$ cat src/rtl/mult_pkg.sv
`default_nettype none
// ============================================================================
// Module      : mult_pkg
// Description : Shared types and sizing helpers for the shift-and-add
//               multiplier (controller state type, counter/product widths).
// Revision    : 1.0 - initial release
// ============================================================================
package mult_pkg;

    typedef enum logic [1:0] {
        ST_IDLE = 2'd0,
        ST_CALC = 2'd1,
        ST_FIX  = 2'd2,
        ST_DONE = 2'd3
    } state_e;

    // Iteration counter width: must hold 0 .. WIDTH-1.
    function automatic int cnt_width(input int width);
        return (width > 2) ? $clog2(width) : 1;
    endfunction

    // Full product width.
    function automatic int prod_width(input int width);
        return 2 * width;
    endfunction

endpackage
`default_nettype wire

$ cat src/rtl/shift_add_mult_ctrl.sv
`default_nettype none
// ============================================================================
// Module      : shift_add_mult_ctrl
// Description : Sequencer for the shift-and-add multiplier. Owns the
//               IDLE/CALC/FIX/DONE state machine and the iteration counter,
//               and issues load/step/fix strobes to the datapath.
// Revision    : 1.0 - initial release
// ============================================================================
module shift_add_mult_ctrl
    import mult_pkg::*;
#(
    parameter int WIDTH = 4
) (
    input  logic clk,
    input  logic rst,
    input  logic start,
    input  logic last_hint,   // datapath says the remaining multiplier is zero
    output logic load,
    output logic step,
    output logic fix,
    output logic busy,
    output logic done
);

    localparam int                CNT_W      = cnt_width(WIDTH);
    localparam logic [CNT_W-1:0]  C_CNT_LAST = CNT_W'(WIDTH - 1);

    state_e           state_q, state_d;
    logic [CNT_W-1:0] cnt_q,   cnt_d;

    // State and iteration counter registers.
    always_ff @(posedge clk) begin
        if (rst) begin
            state_q <= ST_IDLE;
            cnt_q   <= '0;
        end else begin
            state_q <= state_d;
            cnt_q   <= cnt_d;
        end
    end

    // Next-state logic and datapath strobes.
    always_comb begin
        state_d = state_q;
        cnt_d   = cnt_q;
        load    = 1'b0;
        step    = 1'b0;
        fix     = 1'b0;
        busy    = (state_q == ST_CALC) || (state_q == ST_FIX);
        done    = (state_q == ST_DONE);
        case (state_q)
            ST_IDLE, ST_DONE: begin
                // DONE accepts a new start directly so results can stream.
                if (start) begin
                    load    = 1'b1;
                    cnt_d   = '0;
                    state_d = ST_CALC;
                end else begin
                    state_d = ST_IDLE;
                end
            end
            ST_CALC: begin
                step  = 1'b1;
                cnt_d = cnt_q + 1'b1;
                if ((cnt_q == C_CNT_LAST) || last_hint) begin
                    state_d = ST_FIX;
                end
            end
            ST_FIX: begin
                fix     = 1'b1;
                state_d = ST_DONE;
            end
            default: begin
                state_d = ST_IDLE;
            end
        endcase
    end

endmodule
`default_nettype wire

$ cat src/rtl/shift_add_mult.sv
`default_nettype none
// ============================================================================
// Module      : shift_add_mult
// Description : Sequential WIDTH x WIDTH shift-and-add multiplier with a
//               2*WIDTH product, per-operation signed/unsigned mode and a
//               start/done handshake. Signed operands are multiplied as
//               magnitudes and the sign is applied in a final FIX cycle.
//               Optional macro MULT_EARLY_TERM_EN: leave CALC as soon as
//               the remaining multiplier bits are all zero.
// Revision    : 1.0 - initial release
// ============================================================================
module shift_add_mult
    import mult_pkg::*;
#(
    parameter int WIDTH = 4
) (
    input  logic                  sys_clk,
    input  logic                  sys_rst,
    input  logic                  start,
    input  logic                  mode_signed,
    input  logic [WIDTH-1:0]      operand_a,
    input  logic [WIDTH-1:0]      operand_b,
    output logic                  busy,
    output logic                  done,
    output logic [2*WIDTH-1:0]    product
);

    localparam int PW = prod_width(WIDTH);

    logic          w_load, w_step, w_fix, w_last_hint;
    logic          w_a_neg, w_b_neg;
    logic [WIDTH-1:0] w_a_mag, w_b_mag;

    logic [PW-1:0]    mcand_q,    mcand_d;
    logic [WIDTH-1:0] mplier_q,   mplier_d;
    logic [PW-1:0]    acc_q,      acc_d;
    logic             sign_neg_q, sign_neg_d;
    logic [PW-1:0]    product_q,  product_d;

    shift_add_mult_ctrl #(
        .WIDTH     (WIDTH)
    ) u_ctrl (
        .clk       (sys_clk),
        .rst       (sys_rst),
        .start     (start),
        .last_hint (w_last_hint),
        .load      (w_load),
        .step      (w_step),
        .fix       (w_fix),
        .busy      (busy),
        .done      (done)
    );

    // Operand magnitudes; -2^(WIDTH-1) maps to 2^(WIDTH-1), which fits unsigned.
    assign w_a_neg = mode_signed & operand_a[WIDTH-1];
    assign w_b_neg = mode_signed & operand_b[WIDTH-1];
    assign w_a_mag = w_a_neg ? (~operand_a + 1'b1) : operand_a;
    assign w_b_mag = w_b_neg ? (~operand_b + 1'b1) : operand_b;

`ifdef MULT_EARLY_TERM_EN
    // Multiplier bits still to be consumed after this cycle's shift are zero.
    assign w_last_hint = (mplier_q[WIDTH-1:1] == '0);
`else
    assign w_last_hint = 1'b0;
`endif

    // Datapath registers.
    always_ff @(posedge sys_clk) begin
        if (sys_rst) begin
            mcand_q    <= '0;
            mplier_q   <= '0;
            acc_q      <= '0;
            sign_neg_q <= 1'b0;
            product_q  <= '0;
        end else begin
            mcand_q    <= mcand_d;
            mplier_q   <= mplier_d;
            acc_q      <= acc_d;
            sign_neg_q <= sign_neg_d;
            product_q  <= product_d;
        end
    end

    // Load operands, accumulate shifted multiplicand, apply sign at the end.
    always_comb begin
        mcand_d    = mcand_q;
        mplier_d   = mplier_q;
        acc_d      = acc_q;
        sign_neg_d = sign_neg_q;
        product_d  = product_q;
        if (w_load) begin
            sign_neg_d = mode_signed & (operand_a[WIDTH-1] ^ operand_b[WIDTH-1]);
            mcand_d    = {{WIDTH{1'b0}}, w_a_mag};
            mplier_d   = w_b_mag;
            acc_d      = '0;
        end else if (w_step) begin
            if (mplier_q[0]) begin
                acc_d = acc_q + mcand_q;
            end
            mcand_d  = mcand_q << 1;
            mplier_d = mplier_q >> 1;
        end else if (w_fix) begin
            product_d = sign_neg_q ? (~acc_q + 1'b1) : acc_q;
        end
    end

    assign product = product_q;

endmodule
`default_nettype wire
$ cat config.mk
export PLATFORM = sky130hd
export DESIGN_NAME = shift_add_mult
export DESIGN_NICKNAME = d
export VERILOG_FILES = /design/src/rtl/mult_pkg.sv /design/src/rtl/shift_add_mult_ctrl.sv /design/src/rtl/shift_add_mult.sv
export SDC_FILE = /design/constraint.sdc
export NUM_CORES = 1
export LEC_CHECK = 0
export CELL_PAD_IN_SITES_DETAIL_PLACEMENT = 1
export CELL_PAD_IN_SITES_GLOBAL_PLACEMENT = 2
export CORE_UTILIZATION = 30
export CTS_CLUSTER_DIAMETER = 200
export DETAILED_ROUTE_END_ITERATION = 8
export PLACE_DENSITY_LB_ADDON = 0.1
export SYNTH_ARGS = -nofsm -noshare
export SYNTH_HDL_FRONTEND = slang
export SYNTH_SLANG_ARGS = --single-unit
export TNS_END_PERCENT = 50
$ cat constraint.sdc
create_clock -name sys_clk -period 1.94 [get_ports sys_clk]
set_input_delay 0.485 -clock sys_clk [delete_from_list [all_inputs] [get_ports sys_clk]]
set_output_delay 0.485 -clock sys_clk [all_outputs]
set_load 0.05 [all_outputs]
# Word-level counts from Yosys, hierarchy flattened
# Cells that the tools add are included.
[classes]
n_addsub = 5
eq_ne = 6
mux = 16
n_bitwise = 9
reduce_logical = 9
[op_table]
columns = ["op", "n"]
rows = [
  ["4-bit 2-to-1 mux", 6],
  ["4-bit by 1-bit adder with 4-bit output (second input constant)", 2],
  ["8-bit by 1-bit adder with 8-bit output (second input constant)", 1],
  ["8-bit adder", 1],
  ["8-bit 2-to-1 mux", 1],
  ["4-bit NOT", 2],
  ["8-bit NOT", 1],
  ["2-bit == test (second input constant)", 3],
  ["2-bit one-hot mux with 3 select lines", 1],
  ["1-bit 2-to-1 mux", 5],
  ["2-bit 2-to-1 mux", 2],
  ["2-bit inequality test (second input constant)", 2],
  ["2-bit one-hot mux with 2 select lines", 1],
  ["2-bit AND reduction", 2],
  ["2-bit nonzero test", 2],
  ["2-bit OR reduction", 2],
  ["1-bit AND", 3],
  ["3-bit AND reduction", 1],
  ["2-bit by 1-bit adder with 2-bit output (second input constant)", 1],
  ["2-bit by 1-bit == test with 1-bit output (second input constant)", 1],
  ["2-bit logical NOT", 1],
  ["1-bit NOT", 2],
  ["1-bit logical OR", 1],
  ["1-bit bitwise XOR", 1],
]
[word_totals]
register_bits = 33
in_bits = 12
out_inout_bits = 10
wordCells = 53

# Logic depth before layout (Yosys ltp)
# Gate-level depths: netlist of the first run.
[depth]
ltp_word = 5
mapped_depth = 8
depth_no_buf = 8

# By module
# A second synthesis of the first run with hierarchy kept.
[hier_totals]
hier_cells = 220
hier_area_um2 = 1946.9
[by_module_without_submodules]
columns = ["module", "n_inst", "cells_per_inst", "area_per_inst_um2", "seq_area_each_um2"]
rows = [
  ["shift_add_mult", 1, 193, 1684.1, 580.6],
  ["shift_add_mult_ctrl", 1, 27, 262.8, 80.1],
]

# Worst setup path before layout of the first run
# Ideal clock, no wire load.
[synth_path]
path_type = "reg-to-reg"
start = "register acc_q[0]"
end = "register acc_q[6]"
setup_time_ns = 0.062
arrival_time_ns = 1.798
required_time_ns = 1.878
slack_ns = 0.080
path_stages_with_launch = 9
n_path_buf = 0
period_less_slack_ns = 1.860
cell_sequence = "dfxtp_1 -> ha_1 -> inv_1 -> fa_1 -> and2b_1 -> o21a_2 -> o211ai_2 -> a2111o_1 -> nand3_1"
[synth_between]
elab_chain_len = 1
[synth_lines]
columns = ["item", "line_no", "source"]
rows = [
  ["from (decl)", "shift_add_mult.sv:36", "logic [PW-1:0] acc_q, acc_d;"],
  ["from (signal assigned)", "shift_add_mult.sv:72", "acc_q <= '0;"],
  ["from (signal assigned)", "shift_add_mult.sv:78", "acc_q <= acc_d;"],
  ["8-bit adder", "shift_add_mult.sv:98", "acc_d = acc_q + mcand_q;"],
]
# No other way between the ends.
# A chain may end at the register's enable or synchronous reset.

# Worst setup path in the final report of the first run
# Same ends and word-level chain as after synthesis.

==> results of run 1 <==
## critical path, delay by kind of cell (launching register included)
family	cells	cell delay [ns]
buffers and inverters	1	0.03
AO/OA/AOI/OAI	3	0.69
adder cells (fa/ha/maj)	2	0.46
flip-flops	1	0.36
AND/OR/NAND/NOR	2	0.29
## cell type report
| class | instances | area [um2] | area share |
|---|---|---|---|
| multi-input combinational | 164 | 1140 | 0.475 |
| timing repair buffer | 41 | 348 | 0.145 |
| sequential | 33 | 664 | 0.277 |
| clock inverter | 1 | 5.00 | 0.00209 |
| tap | 75 | 93.8 | 0.0392 |
| clock buffer | 7 | 96.3 | 0.0402 |
| inverter | 13 | 48.8 | 0.0204 |
## layer usage
metal  share of wire  vias to the layer above  wire [um]
met5               0                        -          0
met4           0.013                        0         62
met3           0.039                        5        185
met2            0.49                       30       2310
met1            0.46                      807       2170
li1                -                      857          -
## worst max path at each step
stage,startpoint,end,cells after the start
floorplan,acc_q[0]$_SDFFE_PP0P_,acc_q[6]$_SDFFE_PP0P_,8
global placement,mcand_q[0]$_SDFFE_PP0P_,acc_q[6]$_SDFFE_PP0P_,8
detailed placement,mcand_q[0]$_SDFFE_PP0P_,acc_q[6]$_SDFFE_PP0P_,8
CTS,mcand_q[0]$_SDFFE_PP0P_,acc_q[6]$_SDFFE_PP0P_,8
global route,acc_q[0]$_SDFFE_PP0P_,acc_q[6]$_SDFFE_PP0P_,8
finish,acc_q[0]$_SDFFE_PP0P_,acc_q[6]$_SDFFE_PP0P_,8
## metrics by stage
| stage | hold slack (ns) | setup TNS [ns] |
|---|---|---|
| after floorplan | 0.458 | 0 |
| after global placement | 0.469 | 0 |
| after detailed placement | 0.475 | 0 |
| after CTS | 0.488 | 0 |
| after global routing | 0.506 | -0.0441 |
| final | 0.487 | 0 |
## cells in the final DEF (no fill, tap or decap), types with 3 or more instances in the layout
cell / netlist / final
inv_1: 13 / 12
ha_1: 14 / 12
dfxtp_1: 33 / 30
a21oi_1: 11 / 11
nand2_1: 20 / 20
nand3_1: 8 / 8
o21ai_0: 5 / 5
nor2_1: 29 / 29
xor2_1: 7 / 7
mux2i_1: 11 / 11
a311oi_1: 3 / 3
clkbuf_8: 0 / 7
dfxtp_2: 0 / 3
nor3_1: 3 / 3
clkdlybuf4s50_1: 0 / 11
buf_4: 1 / 29
a211oi_1: 12 / 12
o31ai_1: 5 / 5
## sequential cells by signal (all words and copies together), names as in the netlist
| signal | flops |
|---|---|
| mcand_q | 8 |
| u_ctrl.cnt_q | 2 |
| acc_q | 8 |
| product | 8 |
| sign_neg_q | 1 |
| u_ctrl.state_q | 2 |
| mplier_q | 4 |
## power groups by stage
stage / Combinational, mW / Clock, mW / Sequential (mW)
floorplan: 0.706 / 0 / 1.06
global placement: 1.22 / 0 / 0.914
detailed placement: 1.25 / 0 / 0.919
CTS: 1.26 / 0.606 / 0.905
global route: 1.37 / 0.641 / 0.926
finish: 1.26 / 0.583 / 0.905
## repair_timing
action | CTS | global route
buffers inserted | 0 | 3
resized for setup | 1 | 7
setup endpoints to repair | 1 | 3
hold endpoints to repair | 0 | 0
pin swaps | 0 | 5
## kinds of logic after synthesis
family          count (synthesis)  synth area share
simple gates                   77             0.191
compound gates                 52             0.200
flops                          33             0.351
buf+inv                        23            0.0538
fa+ha+maj                      15             0.104
mux                            11            0.0585
xor+xnor                        9            0.0419
==> qor.csv, run 1 <==
metric,value,unit
die_y,81.2,um
syn_inst,220,
ys_top_cells_by_count,"33 x dfxtp_1, 29 x nor2_1, 20 x nand2_1",
powerDensity,1150,nW/um2
dr.pass1.iters,4,
io_pins,22,
drive_gt1_frac,0.201,
p_leak,0.982,nW
drc,0,
syn2layout_area_growth,27.2,%
final-setup-viol-count,0,
p_seq_frac,0.330,
crit_path_end_kind,flip-flop,
grt_pass1_wl,8000,um
grt_max_degree,16,
path_clk_slew,0.07,ns
post-place-ws,0.00395,ns
placed_area,2250,um2
use_met2,0.279,
syn_area,1880,um2
die-area,6600,um2
cts.sinks,33,
tightestPinTransition,0.455,ns
fin_cells,334,
cp_slowest_stage_delay,0.42,ns
die_w,81.2,um
rsz0062_at_grt,true,
ys_seq_area_frac,0.351,
holdPathEnd,mplier_q[3]$_SDFFE_PP0P_,
r2r-end,acc_q[6]$_SDFFE_PP0P_,
min_period_over_period,0.973,
hold_class,reg -> reg,
critical_path_class,reg -> reg,
final.setup_skew,0.00595,ns
grt.overflow.total,0,
period_minus_slack,1.89,ns
synth_nets,247,
cts_tree,done,
nets,285,
r2r_slack,0.05,ns
core-area,5990,um2
hold_viol,0,
start_kind,flip-flop,
slew_headroom,0.696,
cts_hold_buf,0,
synth_edf_count,0,
wl,4720,um
p_int,1.64,mW
setup_slack,0.0518,ns
ant_nets,0,
dp_hpwl,3780,um
worstPathArrival,2.12,ns
first_global_vias,1736,
path_max_fanout,3,
p_sw_frac,0.401,
vias,1699,
place.gp.congestion,0.779,
async_reset_ff_frac,0,
irDropWorstVdd,0.500,mV
grt_use_met3,0.0427,
p_comb_frac,0.458,
status,"complete, no violations",
wire_per_inst,14.1,um
max_freq,530,MHz
via_per_inst,5.09,
cts_buffers,5,
design_area,2390,um2
yosysTopAreaCellShare,0.351,
hp-start,mplier_q[3]$_SDFFE_PP0P_,
ys_seq_elements,33,
synthTopCellsByArea,"dfxtp_1 35%, ha_1 9.3%, mux2i_1 5.8%",
fp-row-count,28,
antenna_found_initial,0,
first_iter_violations,34,
reg2reg_depth,8,
cp_cell_sequence,"ha_4, inv_2, fa_2, and2b_1, o21a_2, o211ai_2, a2111o_1, nand3_1",
root_buffer,clkbuf_8,
dp.cells,323,
track_usage,0.160,
yosysMostFrequentCell,dfxtp_1,
synth_cell_types,46,
cts_buffer_depth,2,
yosysTopAreaCell,dfxtp_1,
clkLatencyLatePin,0.29,ns
num_antenna_cells,0,
met1_usage,0.189,
drv_slew,0,
synth_ff_type,dfxtp_1,
htree_levels,2,
hold_path_depth,2,
start_util,0.314,
io_buffers,21,
crit_slowest_cell,a2111o_1,
grt-busiest-layer,met2,
yosys_warnings,0,
p_switching,1.10,mW
nFillCells,705,
cap_violations,0,
power_frac_clock,0.212,
utilization,0.400,
synth.avg_cell_area,8.56,um2
reg2reg_from,acc_q[0]$_SDFFE_PP0P_,
critPathRequiredTime,2.17,ns
p_total,2.75,mW
Note: power is estimated with default switching activity, not from simulation.
==> run 2: changes to the inputs <==
--- a/config.mk
+++ b/config.mk
@@ -8,7 +8,7 @@
 export CELL_PAD_IN_SITES_DETAIL_PLACEMENT = 1
 export CELL_PAD_IN_SITES_GLOBAL_PLACEMENT = 2
 export CORE_UTILIZATION = 30
-export CTS_CLUSTER_DIAMETER = 200
+export CTS_CLUSTER_DIAMETER = 60
 export DETAILED_ROUTE_END_ITERATION = 8
 export PLACE_DENSITY_LB_ADDON = 0.1
 export SYNTH_ARGS = -nofsm -noshare
==> results of run 2 <==
Same layout as run 1: the final DEF is identical, and so are final timing and power.
==> run 3: changes to the inputs <==
--- a/config.mk
+++ b/config.mk
@@ -5,9 +5,10 @@
 export SDC_FILE = /design/constraint.sdc
 export NUM_CORES = 1
 export LEC_CHECK = 0
+export ABC_AREA = 1
 export CELL_PAD_IN_SITES_DETAIL_PLACEMENT = 1
 export CELL_PAD_IN_SITES_GLOBAL_PLACEMENT = 2
-export CORE_UTILIZATION = 30
+export CORE_UTILIZATION = 29
 export CTS_CLUSTER_DIAMETER = 60
 export DETAILED_ROUTE_END_ITERATION = 8
 export PLACE_DENSITY_LB_ADDON = 0.1
==> run 3 against run 2 <==
  * Sequential power rose by 4.9%
  * Setup slack better by 0.042 ns
  * Synthesized cell count up 21%
  * Cell count rose by 11%
  * Total power increased by 3.7%
  * Clock-buffer cell count is 2 lower
  * Sequential cell count unchanged
  * Largest power group unchanged
  * Die area is 6.6% higher
  * Combinational power is 9% higher
  * Clock skew down 0.0016 ns
  * Via count increased by 3.4%
  * Global-route usage is 1.1 points lower
==> qor.csv, run 3 <==
metric,value,unit
status,"complete, no violations",
start_util,0.303,
final.setup_skew,0.00434,ns
first_iter_violations,40,
cap_violations,0,
hold_class,reg -> reg,
worstPathArrival,1.36,ns
wl_met3,96,um
synth_edf_count,0,
wire_per_inst,13.1,um
start_kind,flip-flop,
wl,4840,um
place.gp.congestion,0.709,
first_global_vias,1721,
irDropWorstVdd,0.556,mV
ant_nets,0,
grt_pass1_wl,8190,um
synth_ff_type,dfxtp_1,
clkLatencyLatePin,0.29,ns
die_y,83.9,um
final_cell_mix,"63 x nand2_1, 33 x inv_1, 33 x dfxtp_1, 28 x a21oi_1, 20 x nor2_1",
crit_path_end_kind,output pin,
path_max_fanout,3,
ys_top_cells_by_count,"63 x nand2_1, 34 x inv_1, 33 x dfxtp_1",
synth_cell_types,35,
startpoint,u_ctrl.state_q[0]$_SDFFE_PP0P_,
wl_met2,2340,um
async_reset_ff_frac,0,
ys_seq_elements,33,
die_w,83.9,um
drive_gt1_frac,0.139,
yosys_warnings,0,
synth.avg_cell_area,7.30,um2
nets,320,
yosysTopAreaCellShare,0.340,
htree_levels,2,
slew_headroom,0.618,
grt_max_degree,18,
io_pins,22,
root_buffer,clkbuf_8,
vias,1756,
num_antenna_cells,0,
final-setup-viol-count,0,
critical_path_class,reg -> out,
syn2layout_area_growth,19.2,%
core-area,6420,um2
cts_tree,done,
design_area,2320,um2
wl_met1,2320,um
cts_buffers,5,
cts.sinks,33,
synthTopCellsByArea,"dfxtp_1 34%, nand2_1 12%, ha_1 9.0%",
placed_area,2230,um2
path_clk_slew,0.08,ns
cts_hold_buf,0,
drv_slew,0,
tightestPinTransition,0.573,ns
highest_layer,met4,
reg2reg_from,mcand_q[0]$_SDFFE_PP0P_,
utilization,0.361,
syn_inst,266,
fp-row-count,29,
setup-tns-final,0,ns
rsz0062_at_grt,false,
track_usage,0.149,
grt.overflow.total,0,
period_minus_slack,1.85,ns
min_period_over_period,0.952,
yosysMostFrequentCell,nand2_1,
antenna_found_initial,0,
critPathRequiredTime,1.45,ns
via_per_inst,4.73,
dr.pass1.iters,4,
p_leak,1.05,nW
syn_area,1940,um2
cts_buffer_depth,2,
hold_viol,0,
die-area,7030,um2
dp_hpwl,3920,um
yosysTopAreaCell,dfxtp_1,
ys_seq_area_frac,0.340,
nFillCells,812,
hp-start,mplier_q[3]$_SDFFE_PP0P_,
dp.cells,363,
powerDensity,1230,nW/um2
drc,0,
max_freq,542,MHz
io_buffers,21,
final_common_cell,nand2_1,
synth_nets,293,
fin_cells,371,
## run 3: path summary, 6_finish.rpt
path / cells past startpoint / to / slack, ns
max reg2reg: 9 / acc_q[6]$_SDFFE_PP0P_ / 0.20
max: 4 / busy / 0.09
min: 2 / mplier_q[3]$_SDFFE_PP0P_ / 0.47
min reg2reg: 2 / mplier_q[3]$_SDFFE_PP0P_ / 0.47
## run 3: stage by stage
stage,hold slack (ns),power (mW),setup WS (ns)
global placement,0.455,2.35,0.128
floorplan,0.444,1.97,0.363
detailed placement,0.457,2.36,0.109
finish,0.469,2.85,0.0933
global route,0.489,3.06,0.0161
CTS,0.469,2.90,0.0114
## run 3: per-layer routing
layer	track usage	vias to the layer above
li1	-	918
met1	0.188	813
met2	0.250	20
met3	0.0247	5
met4	0.0658	0
met5	0	-
## run 3: power by group
| part | leakage [nW] | internal, mW | switching [mW] |
|---|---|---|---|
| registers | 0.269 | 0.834 | 0.115 |
| logic | 0.735 | 0.480 | 0.894 |
| clock network | 0.0439 | 0.248 | 0.277 |
## run 3: what timing repair did
action,in CTS,in global routing
gates resized for setup,0,1
setup buffers,0,0
endpoints found under the setup margin,0,1
## run 3: area by class of cell
type | instances | area [um2] | area share
tap | 77 | 96.3 | 0.0416
timing repair buffer | 27 | 243 | 0.105
sequential | 33 | 661 | 0.285
clock inverter | 3 | 17.5 | 0.00756
multi-input combinational | 187 | 1080 | 0.466
inverter | 39 | 151 | 0.0654
clock buffer | 5 | 68.8 | 0.0297
## run 3: cell families (layout without fill, tap and decap cells)
group / count (synthesis) / count (layout) / share of synthesized area
flip-flops: 33 / 33 / 0.340
adder cells (fa/ha/maj): 15 / 15 / 0.100
AND/OR/NAND/NOR: 100 / 100 / 0.221
XOR/XNOR: 8 / 8 / 0.0361
AO/OA/AOI/OAI: 64 / 64 / 0.198
buffers and inverters: 46 / 74 / 0.105
## run 3: critical path: stages (launching register included)
cell and delay (ns):
dfxtp_1 0.37, inv_1 0.09, ha_1 0.36, inv_2 0.11, buf_12 0.14
